<file path="src/rtl/gene_net_attractor_if.sv">
// -----------------------------------------------------------------------------
// gene_net_attractor_if
// Bundles the trajectory stream input and the attractor result outputs of
// gene_net_attractor.
//   master : producer/observer side (drives start/state_vld/state_in)
//   slave  : the analyser (drives busy/done/ovf and the result fields)
// DEPTH must match the DEPTH of the attached gene_net_attractor.
// -----------------------------------------------------------------------------
interface gene_net_attractor_if #(
    parameter int DEPTH = 32
);
    localparam int LW = $clog2(DEPTH + 1);

    logic          start;
    logic          state_vld;
    logic [7:0]    state_in;
    logic          busy;
    logic          done;
    logic          ovf;
    logic [LW-1:0] transient_len;
    logic [LW-1:0] cycle_len;
    logic [7:0]    cyc_state;

    modport master (
        output start, state_vld, state_in,
        input  busy, done, ovf, transient_len, cycle_len, cyc_state
    );

    modport slave (
        input  start, state_vld, state_in,
        output busy, done, ovf, transient_len, cycle_len, cyc_state
    );
endinterface

</file>
<file path="src/rtl/gene_net_attractor.sv">
// -----------------------------------------------------------------------------
// gene_net_attractor
// Watches the state stream of the 8-gene Boolean network and reports the first
// revisited state: transient length (index of its first occurrence), cycle
// length (attractor period) and the cycle-entry state. If DEPTH distinct states
// arrive without a repeat, the next non-matching sample raises ovf.
// Ports:
//   clk    : clock, rising edge
//   rst_n  : asynchronous active-low reset
//   bus    : gene_net_attractor_if.slave
//            start, state_vld, state_in           (in)
//            busy, done, ovf, transient_len,
//            cycle_len, cyc_state                 (out)
// -----------------------------------------------------------------------------
module gene_net_attractor #(
    parameter int DEPTH = 32
) (
    input  logic                 clk,
    input  logic                 rst_n,
    gene_net_attractor_if.slave  bus
);
    localparam int LW = $clog2(DEPTH + 1);
    localparam int AW = $clog2(DEPTH);

    typedef enum logic [1:0] {IDLE, TRACK, DONE} state_t;

    state_t        state_q;
    logic [LW-1:0] cnt_q;
    logic          busy_q;
    logic          done_q;
    logic          ovf_q;
    logic [LW-1:0] tl_q;
    logic [LW-1:0] cl_q;
    logic [7:0]    cs_q;
    logic [7:0]    hist_q [DEPTH];

    logic          hit;
    logic [LW-1:0] hit_idx;
    logic          full;
    logic          accept;
    logic          wr_en;

    // Parallel compare against the valid part of the history. Entries are
    // distinct, so at most one index can hit.
    always_comb begin
        hit     = 1'b0;
        hit_idx = '0;
        for (int i = 0; i < DEPTH; i++) begin
            if ((LW'(i) < cnt_q) && (hist_q[i] == bus.state_in)) begin
                hit     = 1'b1;
                hit_idx = LW'(i);
            end
        end
    end

    assign full   = (cnt_q == LW'(DEPTH));
    // start wins over a same-cycle sample, which is then dropped.
    assign accept = (state_q == TRACK) && bus.state_vld && !bus.start;
    assign wr_en  = accept && !hit && !full;

    // Control FSM with registered result outputs.
    always_ff @(posedge clk or negedge rst_n) begin
        if (!rst_n) begin
            state_q <= IDLE;
            cnt_q   <= '0;
            busy_q  <= 1'b0;
            done_q  <= 1'b0;
            ovf_q   <= 1'b0;
            tl_q    <= '0;
            cl_q    <= '0;
            cs_q    <= '0;
        end else if (bus.start) begin
            state_q <= TRACK;
            cnt_q   <= '0;
            busy_q  <= 1'b1;
            done_q  <= 1'b0;
            ovf_q   <= 1'b0;
            tl_q    <= '0;
            cl_q    <= '0;
            cs_q    <= '0;
        end else if (accept) begin
            if (hit) begin
                state_q <= DONE;
                busy_q  <= 1'b0;
                done_q  <= 1'b1;
                tl_q    <= hit_idx;
                cl_q    <= cnt_q - hit_idx;
                cs_q    <= bus.state_in;
            end else if (full) begin
                state_q <= DONE;
                busy_q  <= 1'b0;
                done_q  <= 1'b1;
                ovf_q   <= 1'b1;
                tl_q    <= LW'(DEPTH);
                cl_q    <= '0;
                cs_q    <= bus.state_in;
            end else begin
                cnt_q   <= cnt_q + 1'b1;
            end
        end
    end

    // History storage; contents beyond cnt_q are never looked at, so no reset.
    always_ff @(posedge clk) begin
        if (wr_en) begin
            hist_q[cnt_q[AW-1:0]] <= bus.state_in;
        end
    end

    assign bus.busy          = busy_q;
    assign bus.done          = done_q;
    assign bus.ovf           = ovf_q;
    assign bus.transient_len = tl_q;
    assign bus.cycle_len     = cl_q;
    assign bus.cyc_state     = cs_q;
endmodule

</file>
<file path="src/flat_wrapper.sv">
// flat-port wrapper written by rule: the top's interface ports become plain ports
module gene_net_attractor_flat 
#(
    parameter int DEPTH = 32
)
  (clk, rst_n, bus_start, bus_state_vld, bus_state_in, bus_busy, bus_done, bus_ovf, bus_transient_len, bus_cycle_len, bus_cyc_state);
  gene_net_attractor_if #(.DEPTH(DEPTH)) bus_i ();
  input  logic clk;
  input  logic rst_n;
  input wire logic [$bits(bus_i.start)-1:0] bus_start;
  input wire logic [$bits(bus_i.state_vld)-1:0] bus_state_vld;
  input wire logic [$bits(bus_i.state_in)-1:0] bus_state_in;
  output wire logic [$bits(bus_i.busy)-1:0] bus_busy;
  output wire logic [$bits(bus_i.done)-1:0] bus_done;
  output wire logic [$bits(bus_i.ovf)-1:0] bus_ovf;
  output wire logic [$bits(bus_i.transient_len)-1:0] bus_transient_len;
  output wire logic [$bits(bus_i.cycle_len)-1:0] bus_cycle_len;
  output wire logic [$bits(bus_i.cyc_state)-1:0] bus_cyc_state;
  assign bus_i.start = bus_start;
  assign bus_i.state_vld = bus_state_vld;
  assign bus_i.state_in = bus_state_in;
  assign bus_busy = bus_i.busy;
  assign bus_done = bus_i.done;
  assign bus_ovf = bus_i.ovf;
  assign bus_transient_len = bus_i.transient_len;
  assign bus_cycle_len = bus_i.cycle_len;
  assign bus_cyc_state = bus_i.cyc_state;
  gene_net_attractor #(.DEPTH(DEPTH)) u_core (.clk(clk), .rst_n(rst_n), .bus(bus_i));
endmodule
</file>
<file path="config.mk">
export PLATFORM = sky130hd
export DESIGN_NAME = gene_net_attractor_flat
export DESIGN_NICKNAME = d
export VERILOG_FILES = /design/src/rtl/gene_net_attractor_if.sv /design/src/rtl/gene_net_attractor.sv /design/src/flat_wrapper.sv
export SDC_FILE = /design/constraint.sdc
export NUM_CORES = 1
export LEC_CHECK = 0
export ABC_AREA = 0
export BUFFER_PORTS_ARGS = -buffer_cell sky130_fd_sc_hd__buf_2
export CAP_MARGIN = 20
export CORE_MARGIN = 8
export CORE_UTILIZATION = 50
export CTS_BUF_LIST = sky130_fd_sc_hd__clkbuf_4
export DETAILED_ROUTE_END_ITERATION = 16
export GPL_ROUTABILITY_DRIVEN = 0
export PLACE_DENSITY = 0.73
export SYNTH_ARGS = -nofsm -noshare
export SYNTH_HDL_FRONTEND = slang
export SYNTH_SLANG_ARGS = --single-unit
</file>
<file path="constraint.sdc">
create_clock -name clk -period 7.9 [get_ports clk]
set_input_delay 1.58 -clock clk [delete_from_list [all_inputs] [get_ports clk]]
set_output_delay 1.58 -clock clk [all_outputs]
set_load 0.01 [all_outputs]
</file>
Word level (Yosys, flattened, before mapping)
Memory sizes are Yosys's and may differ from the RTL's.
Index checks and enable logic that the tools add are counted.
{"block": "totals", "reg_bits": 31, "latchBits": 0, "ram_bits": 256, "mem_bits_ro": 0, "input_bits": 12, "out_inout_bits": 23, "word_cells": 220, "memories": 1}
{"name": "u_core.hist_q", "depth": 32, "word_bits": 8, "read_ports": 32, "rd_clocked_by_memory_dff": 0, "wr": 1, "line": "gene_net_attractor.sv:35", "text": "logic [7:0] hist_q [DEPTH];"}
{"block": "classes", "n_addsub": 2, "n_mul": 0, "n_div": 0, "n_lt_le_gt_ge": 32, "eq_ne": 36, "shift": 0, "mux": 96, "bitwise": 0, "reduce_logical": 45}
{"operator": "== test 8 bit", "count": 32}
{"operator": "< comparator 5 x 6 -> 1 bit, first input constant", "count": 16}
{"operator": "2-to-1 mux 5 bit", "count": 16}
{"operator": "2-to-1 mux 6 bit", "count": 12}
{"operator": "< comparator 4 x 6 -> 1 bit, first input constant", "count": 8}
{"operator": "2-to-1 mux 1 bit", "count": 46}
{"operator": "logical AND 1 bit", "count": 36}
{"operator": "2-to-1 mux 4 bit", "count": 8}
{"operator": "2-to-1 mux 8 bit", "count": 4}
{"operator": "< comparator 3 x 6 -> 1 bit, first input constant", "count": 4}
{"operator": "< comparator 1 x 6 -> 1 bit, first input constant", "count": 2}
{"operator": "< comparator 2 x 6 -> 1 bit, first input constant", "count": 2}
{"operator": "2-to-1 mux 2 bit", "count": 6}
{"operator": "2-to-1 mux 3 bit", "count": 4}
{"operator": "adder 6 x 1 -> 6 bit, second input constant", "count": 1}
{"operator": "== test 6 bit, second input constant", "count": 1}
{"operator": "AND reduction 3 bit", "count": 2}
{"operator": "subtractor 6 x 5 -> 6 bit", "count": 1}
{"operator": "inequality test 2 bit, second input constant", "count": 2}
{"operator": "nonzero test 2 bit", "count": 2}
{"operator": "logical NOT 1 bit", "count": 3}
{"operator": "nonzero test 3 bit", "count": 1}
{"operator": "== test 2 x 1 -> 1 bit, second input constant", "count": 1}
{"operator": "AND reduction 2 bit", "count": 1}

Depth between registers and ports, before layout
Gate-level depths: netlist (run 1).
An unclocked memory read counts as a cell.
{"block": "logic_depth", "ltp_word": 40, "depth_mapped": 19, "depth_no_buf": 18}

Worst setup path before layout (run 1)
No wires, ideal clock.
{"block": "synth_path", "path_kind": "input to register", "start": "input port bus_state_in[0]", "end": "register u_core.cl_q[5], in the netlist u_core.bus.cycle_len[5]", "setup_ns": 0.121, "arrival_time_ns": 4.618, "required_ns": 7.779, "path_slack_ns": 3.161, "stages": 19, "path_buffers": 3, "cell_sequence": "buf_4 > buf_4 > buf_6 > xnor2_1 > nand4_1 > nor3_1 > o211ai_1 > a311o_1 > nor4bb_1 > nor2_1 > inv_1 > ha_1 > nor2b_1 > o21ai_0 > nand2b_1 > a21o_1 > a21oi_1 > xnor2_1 > a22o_1"}
{"block": "synth_via", "elab_chain_len": 37, "elab_cells_between_ends": 133, "cone_classes": "add/sub (1); eq/ne (32); mux (66); reduce/logical (34)"}
{"item": "start, declared", "line": "flat_wrapper.sv:12", "text": "input wire logic [$bits(bus_i.state_in)-1:0] bus_state_in;"}
{"item": "== test 8 bit", "line": "gene_net_attractor.sv:49", "text": "if ((LW'(i) < cnt_q) && (hist_q[i] == bus.state_in)) begin"}
{"item": "logical AND 1 bit", "line": "gene_net_attractor.sv:49"}
{"item": "2-to-1 mux 1 bit", "line": "gene_net_attractor.sv:49"}
{"item": "2-to-1 mux 2 bit or 2-to-1 mux 1 bit (tied branches) (2 in series)", "line": "gene_net_attractor.sv:49"}
{"item": "2-to-1 mux 3 bit or 2-to-1 mux 1 bit (tied branches) (4 in series)", "line": "gene_net_attractor.sv:49"}
{"item": "2-to-1 mux 4 bit or 2-to-1 mux 1 bit (tied branches) (8 in series)", "line": "gene_net_attractor.sv:49"}
{"item": "2-to-1 mux 5 bit or 2-to-1 mux 1 bit (tied branches) (16 in series)", "line": "gene_net_attractor.sv:49"}
{"item": "subtractor 6 x 5 -> 6 bit or 2-to-1 mux 1 bit (tied branches)", "line": "gene_net_attractor.sv:87, gene_net_attractor.sv:49"}
{"item": "2-to-1 mux 6 bit", "line": "gene_net_attractor.sv:82", "text": "if (hit) begin"}
{"item": "2-to-1 mux 6 bit", "line": "gene_net_attractor.sv:81", "text": "end else if (accept) begin"}
{"item": "2-to-1 mux 6 bit", "line": "gene_net_attractor.sv:72", "text": "end else if (bus.start) begin"}
{"item": "end signal, assigned", "line": "gene_net_attractor.sv:87", "text": "cl_q <= cnt_q - hit_idx;"}
{"item": "end, declared", "line": "gene_net_attractor.sv:33", "text": "logic [LW-1:0] cl_q;"}
Several ways; a longest one is shown, not always the timed one. The select of a mux whose other input is x is not followed.
A chain may end at the register's enable or synchronous reset.

Worst setup path after layout (run 1)
{"block": "layout_path", "start": "input port bus_state_in[5]", "end": "memory u_core.hist_q[31][7] (enable)"}
{"block": "layout_via", "elab_chain_len": 39, "elab_cells_between_ends": 101, "cone_classes": "eq/ne (32); mux (34); reduce/logical (35)"}
{"item": "== test 8 bit", "line": "gene_net_attractor.sv:49"}
{"item": "logical AND 1 bit", "line": "gene_net_attractor.sv:49"}
{"item": "2-to-1 mux 1 bit (31 in series)", "line": "gene_net_attractor.sv:49"}
{"item": "2-to-1 mux 1 bit (*)", "line": "gene_net_attractor.sv:49"}
{"item": "logical NOT 1 bit (*)", "line": "gene_net_attractor.sv:59", "text": "assign wr_en = accept && !hit && !full;"}
{"item": "logical AND 1 bit (*) (2 in series)", "line": "gene_net_attractor.sv:59"}
{"item": "2-to-1 mux 1 bit (*)", "line": "gene_net_attractor.sv:105", "text": "if (wr_en) begin"}
{"item": "2-to-1 mux 1 bit (not written as such) (*)", "line": "gene_net_attractor.sv:106", "text": "hist_q[cnt_q[AW-1:0]] <= bus.state_in;"}
{"item": "end, declared", "line": "gene_net_attractor.sv:35"}
Mark *: on every way between the ends. The rest lies on a longest branch, timed or not.

==> flow_summary.json, run 1 <==
{
  "status": "finished clean",
  "drt_iter0_drc": 505,
  "ys_ff_latch": 285,
  "maxCapViolCount": 0,
  "drive_above_1_share_pct": 18.7,
  "pwr-share-comb_pct": 6.1,
  "yosysTopAreaCellShare_pct": 57.3,
  "antenna_found_initial": 1,
  "routed_via_density": 5.55,
  "max_slew_margin_pct": 34.9,
  "synth-main-ff-cell": "edfxtp_1",
  "worstPathRequired_ns": 8.20,
  "vias": 7874,
  "synth_edf_count": 256,
  "fmax_mhz": 189,
  "seqPwrFrac_pct": 53.8,
  "hold_path.class": "flip-flop to flip-flop",
  "drt_pass1_iterations": 5,
  "dp.cells": 1289,
  "clk_pin_slew_ns": 0.06,
  "hold_violations": 0,
  "tightest_slew_ns": 0.977,
  "cts_resized": 0,
  "top_level_ports": 35,
  "grt-ovfl-total": 0,
  "ant_nets": 0,
  "fin_crit_sh_pct": 67.1,
  "clock_path_buffers": 3,
  "setup_viol": 0,
  "tns_ns": 0,
  "die-width_microns": 180,
  "layout.nets": 1049,
  "total_leakage_power_nw": 5.00,
  "dp_hpwl_microns": 16700,
  "final_cells": 1418,
  "clock-root-buffer": "clkbuf_4",
  "yosysSeqAreaShare_pct": 62.7,
  "synth-async-reset-ratio_pct": 10.2,
  "yosysWarnings": 0,
  "io_buffer_count": 34,
  "crit_arrival_ns": 5.60,
  "slew_violations": 0,
  "route.detailed.wl_per_inst_microns": 19.7,
  "synth_area_sq_um": 13400,
  "cts_tree": "done",
  "clock-sinks": 285,
  "ctsHoldBuffers": 0,
  "start_kind": "input port",
  "die_height_microns": 180,
  "die_area_sq_um": 32300,
  "worstPathMaxFanout": 27,
  "grt_pass1_vias": 8009,
  "grt_max_degree": 66,
  "rsz0062_at_grt": "false",
  "p_sw_share_pct": 22.3,
  "yosys.area.top_type": "edfxtp_1",
  "criticalPathCategory": "input port to flip-flop",
  "holdWs_ns": 0.485,
  "avgSynthCellArea_sq_um": 14.1,
  "cts_setup_buffers": 0,
  "coreArea_sq_um": 26700,
  "drcViolationCount": 0,
  "fin_skew_ns": 0.0397,
  "netlist_instances": 955,
  "end_kind": "flip-flop",
  "syn_nets": 978,
  "insertion_delay_ns": 0.67,
  "grt_pass1_wl_microns": 44400,
  "finish.utilization_pct": 55.3,
  "row_count": 60,
  "min_period_ns": 5.30,
  "synth.top_cells.by_area": "edfxtp_1 57%, xnor2_1 11%, xor2_1 6.1%",
  "globalRouteTotalUtil_pct": 17.4,
  "cts-htree-levels": 3,
  "p_clk_share_pct": 40.2,
  "yosysUniqueCellTypes": 66,
  "netSwitchingPower_mw": 0.688,
  "numCtsBuffers": 76,
  "internal_power_mw": 2.40,
  "syn_to_final_growth_pct": 9.69,
  "powerDensity_nw_per_um2": 210,
  "wirelength_microns": 28000,
  "start_util_pct": 50.4,
  "vdd_drop_max_v": 0.000118
}
## registers in the layout (all words and copies together), names as in the netlist
register and cells:
u_core.bus.cyc_state 8, u_core.bus.cycle_len 6, u_core.cnt_q 6, u_core.state_q 1
u_core.bus.transient_len 6, u_core.bus.done 1, u_core.hist_q 256, u_core.bus.ovf 1
## critical path, cell delays in order
cell and delay, ns:
buf_2 0.55, buf_4 0.39, xor2_1 0.19, nor4_1 0.07
nand3_1 0.16, nand4_1 0.16, nor4_2 0.44, nand4_4 0.30
nand4bb_1 0.84, nor2_1 0.88
## layer usage
| metal | vias up | routed length (microns) | global-route usage [%] |
|---|---|---|---|
| met1 | 3872 | 12600 | 23.6 |
| met3 | 50 | 2110 | 4.38 |
| li1 | 3660 | - | - |
| met4 | 0 | 619 | 6.34 |
| met5 | - | 0 | 0 |
| met2 | 292 | 12700 | 26.6 |
## per-stage QoR
step | power (mW) | area (sq um) | worst slack, ns
finish | 3.09 | 14700 | 2.60
global route | 3.23 | 14700 | 2.43
CTS | 3.13 | 14700 | 2.69
detailed placement | 1.88 | 13800 | 1.96
global placement | 1.88 | 13800 | 2.14
floorplan | 1.82 | 13400 | 3.16
## worst paths after layout
| kind | startpoint | endpoint | slack (ns) | cells past startpoint |
|---|---|---|---|---|
| min in group asynchronous | rst_n | u_core.bus.cycle_len[4] | 0.93 | 1 |
| worst min-delay path | u_core.bus.cycle_len[1] | u_core.bus.cycle_len[1] | 0.48 | 1 |
| worst max-delay path | bus_state_in[5] | u_core.hist_q[31][7] | 2.60 | 10 |
| worst max register to register | u_core.cnt_q[1] | u_core.hist_q[31][7] | 2.90 | 10 |
| max in group asynchronous | rst_n | u_core.bus.cycle_len[0] | 6.54 | 1 |
| worst min register to register | u_core.bus.cycle_len[1] | u_core.bus.cycle_len[1] | 0.48 | 1 |
## cells in the mapped netlist, types with 2 or more instances
cell type and n:
edfxtp_1 256, xnor2_1 166, xor2_1 94, nor2_1 44, nand4_1 38, dfrtp_1 29, nor4_1 26, nand3_1 25
nor3_1 25, nand2_1 22, buf_4 15, nor2b_1 15, buf_2 14, buf_6 14, clkbuf_1 11, ha_1 10
nand2b_1 10, inv_1 9, a21oi_1 8, nor2_2 8, o21ai_0 8, a22o_1 7, mux2_1 7, mux2_2 7
o211ai_1 7, or3_1 7, a21o_1 6, a31oi_1 5, and3_1 4, o2bb2ai_1 4, a211oi_1 3, nand3b_1 3
nand4bb_1 3, nor4_2 3, or4_1 3, a211o_1 2, buf_1 2, nor3_2 2, nor4_4 2, o311a_1 2
o311ai_0 2, or2_2 2, or3b_1 2
## placed cells by master, fill, tap and decap left out, types with 5 or more instances in the layout
cell type  count
edfxtp_1     256
xnor2_1      166
clkbuf_4     113
xor2_1        94
nor2_1        44
nand4_1       38
buf_2         30
dfrtp_1       29
nor4_1        26
nor3_1        25
nand3_1       25
nand2_1       22
buf_4         16
nor2b_1       15
nand2b_1      10
ha_1          10
clkinv_1      10
inv_1          9
a21oi_1        8
o21ai_0        8
nor2_2         8
o211ai_1       7
or3_1          7
mux2_1         7
a22o_1         7
mux2_2         7
a21o_1         6
a31oi_1        5
## logic make-up after synthesis
logic type / count (synthesis) / synth area share (%)
AOI/OAI and AO/OA: 65 / 3.81
xor gates and xnor gates: 260 / 17.0
DFF: 285 / 62.7
and+or+nand+nor: 254 / 11.1
muxes: 15 / 1.25
buffers and inverters: 65 / 3.15
adders and majority gates: 11 / 1.08
## power by group through the flow
stage / sequential [mW] / combinational, mW / clock (mW)
finish: 1.66 / 0.187 / 1.24
global route: 1.66 / 0.206 / 1.36
CTS: 1.66 / 0.191 / 1.28
detailed placement: 1.69 / 0.190 / 0
global placement: 1.69 / 0.186 / 0
floorplan: 1.70 / 0.127 / 0
## layout make-up
cell class / count / area [sq um]
flip-flops and latches: 285 / 8410
fillers: 2173 / 11900
clock inverters: 15 / 82.6
multi-input cells: 605 / 4590
well taps: 341 / 427
clock buffers: 113 / 848
repair buffers: 49 / 330
diodes: 1 / 2.50
inverters: 9 / 33.8
(Power assumes the default switching activity.)
==> inputs of run 2 (changes only) <==
==> constraint.sdc (replaced) <==
create_clock -name clk -period 5.27 [get_ports clk]
set_input_delay 1.054 -clock clk [delete_from_list [all_inputs] [get_ports clk]]
set_output_delay 1.054 -clock clk [all_outputs]
set_load 0.01 [all_outputs]
==> flow_summary.json, run 2 (synthesized netlist as in run 1, its figures left out) <==
{
  "final_cells": 1460,
  "clk_pin_slew_ns": 0.08,
  "cts_setup_buffers": 0,
  "cts_resized": 0,
  "dp_hpwl_microns": 18900,
  "slew_violations": 0,
  "cp_top_family": "simple AND/OR/NAND/NOR gates",
  "crit_buf_inv": 2,
  "status": "finished clean",
  "die_area_sq_um": 32300,
  "die-width_microns": 180,
  "largest_register_ffs": 256,
  "maxCapViolCount": 0,
  "layout.nets": 1100,
  "drt_pass1_iterations": 8,
  "start_kind": "flip-flop",
  "fin_crit_sh_pct": 82.8,
  "tns_ns": 0,
  "grt_pass1_wl_microns": 46500,
  "gr-usage-met1_pct": 25.6,
  "criticalPathCategory": "flip-flop to flip-flop",
  "total_leakage_power_nw": 5.25,
  "crit_slowest_cell": "nor4_1",
  "fmax_mhz": 229,
  "hold_violations": 0,
  "finalPower_mw": 4.65,
  "top_level_ports": 35,
  "row_count": 60,
  "min_period_ns": 4.37,
  "setup_viol": 0,
  "clock-sinks": 285,
  "route.detailed.wl_per_inst_microns": 19.8,
  "top_usage_layer": "met2",
  "insertion_delay_ns": 0.68,
  "end_kind": "flip-flop",
  "drive_above_1_share_pct": 22.2,
  "cts_tree": "done",
  "drt_iter0_drc": 572,
  "path_cells": "buf_4, ha_1, nor4b_1, nor4_1, nand2b_1, nand3_1, nor4bb_1, nor2_1, inv_1, ha_1, nor2b_1, o21ai_0, nand2b_1, a21o_1, a21oi_1, xnor2_1, a22o_1",
  "vias": 8149,
  "holdWs_ns": 0.401,
  "antenna_found_initial": 1,
  "coreArea_sq_um": 26700,
  "hold_path.class": "input port to async pin",
  "numCtsBuffers": 74,
  "clock-root-buffer": "clkbuf_4",
  "tightest_slew_ns": 0.739,
  "die_height_microns": 180,
  "clock_path_buffers": 3,
  "io_buffer_count": 34,
  "dpl_worst_slack_ns": 0.417,
  "met3_usage_pct": 4.03,
  "grt_use_met2_pct": 27.2,
  "wirelength_microns": 28900,
  "ctsHoldBuffers": 0,
  "worstPathRequired_ns": 5.84,
  "grt_pass1_vias": 8164,
  "fin_skew_ns": 0.0360,
  "final_common_cell": "edfxtp_1",
  "syn_to_final_growth_pct": 12.5,
  "ant_nets": 0,
  "max_slew_margin_pct": 50.7,
  "cts-htree-levels": 3,
  "start_util_pct": 50.4,
  "globalRouteTotalUtil_pct": 18.1,
  "worst_slack_ns": 0.905,
  "grt-ovfl-total": 0,
  "final_cell_mix": "256 x edfxtp_1, 166 x xnor2_1, 107 x clkbuf_4",
  "powerDensity_nw_per_um2": 308,
  "routed_via_density": 5.58,
  "dp.cells": 1342,
  "slowest_delay_ns": 0.59,
  "worstPathMaxFanout": 8,
  "grt_max_degree": 35,
  "rsz0062_at_grt": "false",
  "crit_arrival_ns": 4.94,
  "drcViolationCount": 0,
  "finish.utilization_pct": 56.7,
  "post-route-cell-area_sq_um": 15100,
  "place_area_sq_um": 14200,
  "vdd_drop_max_v": 0.000210
}
run 2: final timing paths:
path                                             start  cells after the start                           to  slack [ns]
max in group asynchronous                        rst_n                      1      u_core.bus.cyc_state[1]        4.41
hold / removal                                   rst_n                      1      u_core.bus.cycle_len[0]        0.40
setup reg to reg                       u_core.cnt_q[1]                     17      u_core.bus.cycle_len[5]        0.90
hold reg to reg            u_core.bus.transient_len[5]                      1  u_core.bus.transient_len[5]        0.49
setup / recovery                       u_core.cnt_q[1]                     17      u_core.bus.cycle_len[5]        0.90
min in group clk           u_core.bus.transient_len[5]                      1  u_core.bus.transient_len[5]        0.49
run 2: report_power, final:
part           internal (mW)  switching, mW  leakage [nW]
registers               2.48         0.0105          2.69
clock network           1.02          0.841         0.537
logic                  0.115          0.187          2.02
total                   3.61           1.04          5.25
run 2: cell type report:
class	instances	area, sq um
antenna	1	2.50
clock buffer	107	803
clock inverter	10	93.8
fill	2120	11500
inverter	9	33.8
multi-input combinational	605	4590
sequential	285	8410
tap	341	427
timing repair buffer	102	741
run 2: routing by layer:
metal	routed length, microns	vias up
met2	12900	316
met4	560	0
met1	13400	4020
met3	2080	52
met5	0	-
li1	-	3761
run 2: worst register-to-register path, stage by stage, from the launching register on:
cell      delay, ns
dfrtp_1        0.49
buf_4          0.26
ha_1           0.55
nor4b_1        0.14
nor4_1         0.59
nand2b_1       0.27
nand3_1        0.12
nor4bb_1       0.17
nor2_1         0.28
inv_1          0.09
ha_1           0.28
nor2b_1        0.12
o21ai_0        0.16
nand2b_1       0.12
a21o_1         0.18
a21oi_1        0.16
xnor2_1        0.08
a22o_1         0.19
